==> src/rtl/uar_rx_ctrl.sv <==
// rtl/uar_rx_ctrl.sv - UART receive sequencer on the 16x clock: sync, start check, mid-bit sampling, handshake
// Optional parity stage and parity_err port enabled by defining UAR_PARITY_EN.
module uar_rx_ctrl #(
    parameter int DATA_BITS  = 8,
    parameter int MID_SAMPLE = 7
) (
    input  logic                 clk_16x,
    input  logic                 rst_p,
    input  logic                 rx_in,
    input  logic                 rx_ack,
    output logic [DATA_BITS-1:0] rx_data,
    output logic                 rx_valid,
    output logic                 frame_err,
    output logic                 overrun_err,
`ifdef UAR_PARITY_EN
    output logic                 parity_err,
`endif
    output logic                 busy
);

    typedef enum logic [4:0] {
        IDLE   = 5'b00001,
        START  = 5'b00010,
        DATA   = 5'b00100,
        STOP   = 5'b01000
`ifdef UAR_PARITY_EN
       ,PARITY = 5'b10000
`endif
    } state_t;

    localparam logic [3:0] MID      = 4'(MID_SAMPLE);
    localparam logic [3:0] LAST_BIT = 4'(DATA_BITS - 1);

    state_t                 state_q, state_d;
    logic                   rx_meta_q, rx_s_q, rx_d_q;
    logic [3:0]             sample_cnt_q, sample_cnt_d;
    logic [3:0]             bit_cnt_q, bit_cnt_d;
    logic [DATA_BITS-1:0]   shreg_q, shreg_d;
    logic [DATA_BITS-1:0]   rx_data_q, rx_data_d;
    logic                   rx_valid_q, rx_valid_d;
    logic                   frame_err_q, frame_err_d;
    logic                   overrun_err_q, overrun_err_d;
    logic                   busy_q, busy_d;
    logic                   par_bad_q, par_bad_d;
    logic                   parity_err_q, parity_err_d;

    always_comb begin
        state_d       = state_q;
        sample_cnt_d  = sample_cnt_q;
        bit_cnt_d     = bit_cnt_q;
        shreg_d       = shreg_q;
        rx_data_d     = rx_data_q;
        rx_valid_d    = rx_valid_q;
        par_bad_d     = par_bad_q;
        frame_err_d   = 1'b0;
        overrun_err_d = 1'b0;
        parity_err_d  = 1'b0;

        if (rx_ack && rx_valid_q) rx_valid_d = 1'b0;

        unique case (state_q)
            IDLE: begin
                par_bad_d = 1'b0;
                if (!rx_s_q && rx_d_q) begin
                    state_d      = START;
                    sample_cnt_d = 4'd0;
                end
            end
            START: begin
                sample_cnt_d = sample_cnt_q + 4'd1;
                if (sample_cnt_q == MID) begin
                    if (!rx_s_q) begin
                        state_d      = DATA;
                        sample_cnt_d = 4'd0;
                        bit_cnt_d    = 4'd0;
                    end else begin
                        state_d = IDLE;
                    end
                end
            end
            DATA: begin
                sample_cnt_d = sample_cnt_q + 4'd1;
                if (sample_cnt_q == 4'd15) begin
                    shreg_d   = {rx_s_q, shreg_q[DATA_BITS-1:1]};
                    bit_cnt_d = bit_cnt_q + 4'd1;
                    if (bit_cnt_q == LAST_BIT) begin
`ifdef UAR_PARITY_EN
                        state_d = PARITY;
`else
                        state_d = STOP;
`endif
                        sample_cnt_d = 4'd0;
                    end
                end
            end
`ifdef UAR_PARITY_EN
            PARITY: begin
                sample_cnt_d = sample_cnt_q + 4'd1;
                if (sample_cnt_q == 4'd15) begin
                    par_bad_d    = ^{shreg_q, rx_s_q};
                    state_d      = STOP;
                    sample_cnt_d = 4'd0;
                end
            end
`endif
            STOP: begin
                sample_cnt_d = sample_cnt_q + 4'd1;
                if (sample_cnt_q == 4'd15) begin
                    state_d = IDLE;
                    // Framing beats parity beats overrun; only a clean frame may load.
                    if (!rx_s_q) begin
                        frame_err_d = 1'b1;
                    end else if (par_bad_q) begin
                        parity_err_d = 1'b1;
                    end else if (rx_valid_q && !rx_ack) begin
                        overrun_err_d = 1'b1;
                    end else begin
                        rx_data_d  = shreg_q;
                        rx_valid_d = 1'b1;
                    end
                end
            end
            default: state_d = IDLE;
        endcase

        busy_d = (state_d != IDLE);
    end

    always_ff @(posedge clk_16x) begin
        if (rst_p) begin
            state_q       <= IDLE;
            rx_meta_q     <= 1'b1;
            rx_s_q        <= 1'b1;
            rx_d_q        <= 1'b1;
            sample_cnt_q  <= 4'd0;
            bit_cnt_q     <= 4'd0;
            shreg_q       <= '0;
            rx_data_q     <= '0;
            rx_valid_q    <= 1'b0;
            frame_err_q   <= 1'b0;
            overrun_err_q <= 1'b0;
            parity_err_q  <= 1'b0;
            par_bad_q     <= 1'b0;
            busy_q        <= 1'b0;
        end else begin
            state_q       <= state_d;
            rx_meta_q     <= rx_in;
            rx_s_q        <= rx_meta_q;
            rx_d_q        <= rx_s_q;
            sample_cnt_q  <= sample_cnt_d;
            bit_cnt_q     <= bit_cnt_d;
            shreg_q       <= shreg_d;
            rx_data_q     <= rx_data_d;
            rx_valid_q    <= rx_valid_d;
            frame_err_q   <= frame_err_d;
            overrun_err_q <= overrun_err_d;
            parity_err_q  <= parity_err_d;
            par_bad_q     <= par_bad_d;
            busy_q        <= busy_d;
        end
    end

    assign rx_data     = rx_data_q;
    assign rx_valid    = rx_valid_q;
    assign frame_err   = frame_err_q;
    assign overrun_err = overrun_err_q;
    assign busy        = busy_q;
`ifdef UAR_PARITY_EN
    assign parity_err  = parity_err_q;
`else
    logic unused_parity;
    assign unused_parity = ^{parity_err_q, par_bad_q, parity_err_d, par_bad_d};
`endif

endmodule

==> config.mk <==
export PLATFORM = sky130hd
export DESIGN_NAME = uar_rx_ctrl
export DESIGN_NICKNAME = d
export VERILOG_FILES = /design/src/rtl/uar_rx_ctrl.sv
export SDC_FILE = /design/constraint.sdc
export NUM_CORES = 1
export LEC_CHECK = 0
export CAP_MARGIN = 10
export CORE_UTILIZATION = 62
export CTS_BUF_LIST = sky130_fd_sc_hd__clkbuf_8
export DETAILED_ROUTE_END_ITERATION = 16
export PLACE_DENSITY_LB_ADDON = 0.12
export SLEW_MARGIN = 10
export SYNTH_ARGS = -nofsm -noshare
export SYNTH_HDL_FRONTEND = slang
export SYNTH_SLANG_ARGS = --single-unit
==> constraint.sdc <==
create_clock -name clk_16x -period 4.4 [get_ports clk_16x]
set_input_delay 0.88 -clock clk_16x [delete_from_list [all_inputs] [get_ports clk_16x]]
set_output_delay 0.88 -clock clk_16x [all_outputs]
set_load 0.02 [all_outputs]
==> results by group <==
Clock tree
  • Clock tree from TritonCTS: done
  • Resize count post-CTS: 0
  • Setup fix buffers added after clock tree synthesis: 0
  • Clock sinks: 36
  • Worst-skew pair later-pin latency: 0.29 ns
  • Cts hold-fix bufs: 0
  • Number of buffers on the longest clock path: 2
  • Number of levels the H-tree was split into: 2
  • Clock-pin slew of the registers on the worst-case setup and hold paths: 0.07 ns
  • Root buffer cell: sky130_fd_sc_hd__clkbuf_8
  • Total CTS buffers: 5

STA
  • Worst setup skew after layout: 0.00517 ns
  • Worst hold slack after final layout: 0.413 ns
  • Worst max-slew margin expressed relative to the limit: 0.263
  • Fraction of the cycle the final worst path needs: 0.565
  • Achievable Freq: 402 MHz
  • Setup violation total in the final timing report: 0
  • Final TNS setup: 0 ns
  • Pins over their slew limit: 0
  • Slew of the pin with the lowest slew margin: 1.10 ns
  • Setup repair after global routing missed its margin: false
  • Shortest clock period the worst path allows after layout: 2.49 ns
  • Final hold viol count: 0

Setup path
  • Worst endpoint required time: 4.54 ns
  • Worst Path Class, Setup: primary input to flop
  • Chain of cells forming the critical path: clkdlybuf4s50_1 -> nand2b_1 -> nor2b_1 -> mux2i_1 -> nor2_1
  • Crit path launch type: primary input
  • Critical path peak fanout: 8
  • Max stage delay on crit path: 0.78 ns
  • Data arrival at the endpoint of the critical path: 2.63 ns
  • Endpoint class of the critical path: flop
  • Max stage delay cell, worst path: sky130_fd_sc_hd__nor2b_1

Pwr
  • Total power density per cell area: 356 mW/mm²
  • Leakage power: 0.603 nW
  • Fraction of power spent switching nets: 0.202
  • Part of the power in registers: 0.527
  • Clock power frac: 0.451
  • Worst voltage drop across the vdd grid: 0.286 mV
  • Power after layout: 0.000626 W
  • Internal power of the cells: 0.000500 W
  • Net Sw Power: 0.000126 W
  • Comb power frac: 0.023

Logic synthesis
  • Syn Nets: 180
  • Most used flip-flop cell after synthesis: sky130_fd_sc_hd__dfxtp_1
  • Flop and latch count out of synthesis: 36
  • Average footprint of a synthesized cell: 8.63 µm²
  • Gate count after technology mapping: 174
  • Biggest area contributors in the synthesized netlist: sky130_fd_sc_hd__dfxtp_1, sky130_fd_sc_hd__nand2_1, sky130_fd_sc_hd__mux2i_1
  • Number of enable flip-flop cells after synthesis: 0
  • Fraction of the yosys area taken by sequential cells: 0.480
  • Summed instance area of the synthesized netlist: 0.00150 mm²
  • Count leader, synth: sky130_fd_sc_hd__dfxtp_1
  • Post-synth ARST share: 0
  • Dominant cell type by area after synthesis: sky130_fd_sc_hd__dfxtp_1
  • Top post-synthesis cells by count: sky130_fd_sc_hd__dfxtp_1, sky130_fd_sc_hd__nand2_1, sky130_fd_sc_hd__nor2_1
  • Area share of the largest cell type after synthesis: 0.480
  • Count of warnings emitted by yosys: 0
  • Cell variety after synth: 35

Placed design
  • Number of buffer cells added on primary ports: 15
  • Half-perimeter wire length after placement: 2070 µm
  • Last weighted congestion value of the routability-driven placer: 0.910

Drt
  • Routed via count divided by cell count: 5.84
  • DRC violations left: 0
  • Final antenna-violating net count: 0
  • 1st-pass router iterations: 4
  • Post-detailed-routing wire length: 3190 µm
  • DRT iter0 DRCs: 53
  • Detail-routed net length per standard cell: 14.7 µm
  • Vias post-DR: 1,267

Die
  • Die boundary height: 51.2 µm
  • Number of top-level design ports: 16
  • Area of the core: 0.00225 mm²
  • Area of the die: 0.00262 mm²
  • Starting Density: 0.666
  • Count of standard-cell rows: 17
  • Die outline width: 51.2 µm

Finish
  • Net total in the final layout: 194
  • Finished Core Util: 0.780
  • Area overhead of the layout relative to synthesis: 17.2%
  • Layout cell share with drive strength beyond 1: 0.0794
  • Number of antenna repair diodes: 0

Global route
  • Met1 track utilization from global routing: 0.366
  • Top Usage Layer GRT: met2
  • Number of global-route vias before repair: 1,162
  • Number of antenna violations at the first check in global routing: 0
  • Global-route wire length before repair: 5250 µm
  • Tot GR Track Use: 0.277
  • Total overflow reported by the global router: 0
  • Maximum number of pins on one net before global-route repair: 35
  • Fraction of met3 tracks used by global routing: 0.0952
  • Fraction of met2 tracks used by global routing: 0.390

Hold path
  • Worst min path class: flop to flop

Job
  • Maximum Capacitance Violations: 0

Outcome
  • Run status: finished clean
==> flip-flops by register name, summed over array words and instances, names as in the netlist <==
signal	cells
rx_data	8
shreg_q	8
state_q	5
bit_cnt_q	4
sample_cnt_q	4
busy	1
frame_err	1
overrun_err	1
rx_d_q	1
rx_meta_q	1
rx_s_q	1
rx_valid	1
==> placed cells by master (no fill, tap or decap), types with 2 or more instances in the layout <==
master	n
sky130_fd_sc_hd__dfxtp_1	36
sky130_fd_sc_hd__nor3_1	7
sky130_fd_sc_hd__nand4_1	2
sky130_fd_sc_hd__nor2b_1	5
sky130_fd_sc_hd__nor4_1	3
sky130_fd_sc_hd__nand2b_1	4
sky130_fd_sc_hd__or4_1	2
sky130_fd_sc_hd__clkdlybuf4s50_1	15
sky130_fd_sc_hd__nand3b_1	2
sky130_fd_sc_hd__o2111ai_1	2
sky130_fd_sc_hd__clkbuf_8	5
sky130_fd_sc_hd__nand2_1	27
sky130_fd_sc_hd__nor2_1	22
sky130_fd_sc_hd__nand3_1	8
sky130_fd_sc_hd__xor2_1	2
sky130_fd_sc_hd__a21oi_1	13
sky130_fd_sc_hd__a31oi_1	2
sky130_fd_sc_hd__mux2i_1	9
sky130_fd_sc_hd__ha_1	2
sky130_fd_sc_hd__or2_2	4
==> cell type report <==
class	instances	area (µm²)
clock buffers	5	68.8
clock inverters	3	38.8
fillers	159	495
multi-input cells	130	746
flip-flops and latches	36	721
well taps	28	35.0
repair buffers	15	150
==> cells by family (layout without fill, tap and decap cells) <==
group / count (synthesis) / count (layout) / share of synthesized area
xor gates and xnor gates: 2 / 2 / 0.0117
muxes: 10 / 10 / 0.0675
DFF: 36 / 36 / 0.480
other: 1 / 1 / 0.00250
buffers and inverters: 8 / 23 / 0.0233
and+or+nand+nor: 90 / 90 / 0.289
adders and majority gates: 2 / 2 / 0.0167
AOI/OAI and AO/OA: 25 / 25 / 0.109
==> metrics by stage <==
stage | setup slack [ns] | cells | area, µm²
6_report | 1.91 | 217 | 1760
4_1_cts | 1.96 | 217 | 1760
3_5_place_dp | 1.66 | 209 | 1650
2_1_floorplan | 2.66 | 174 | 1500
5_1_grt | 1.80 | 217 | 1760
3_3_place_gp | 1.73 | 209 | 1650
==> critical path: cells and delay by family <==
family	cells	cell delay (ns)
and+or+nand+nor	3	0.99
muxes	1	0.32
buffers and inverters	1	0.44
==> path summary, 6_finish.rpt <==
path	start	end	slack, ns	cells past startpoint
max reg2reg	sample_cnt_q[0]$_SDFFE_PP0P_	rx_data[6]$_SDFFE_PP0P_	1.96	6
min	rx_meta_q$_SDFF_PP1_	rx_s_q$_SDFF_PP1_	0.41	1
min reg2reg	rx_meta_q$_SDFF_PP1_	rx_s_q$_SDFF_PP1_	0.41	1
max	rx_ack	rx_data[6]$_SDFFE_PP0P_	1.91	5
==> routing by layer <==
layer	share of wire	up-vias
li1	-	629
met5	0	-
met1	0.45	586
met3	0.067	7
met4	0.018	0
met2	0.47	45
==> power by group through the flow <==
stage	clock network, W	registers [W]	logic, W
floorplan	0	0.000337	0.00000913
global placement	0	0.000337	0.0000137
detailed placement	0	0.000337	0.0000140
CTS	0.000283	0.000330	0.0000141
global route	0.000300	0.000330	0.0000155
finish	0.000282	0.000330	0.0000143
No activity file was read; power rests on OpenSTA's default activity.
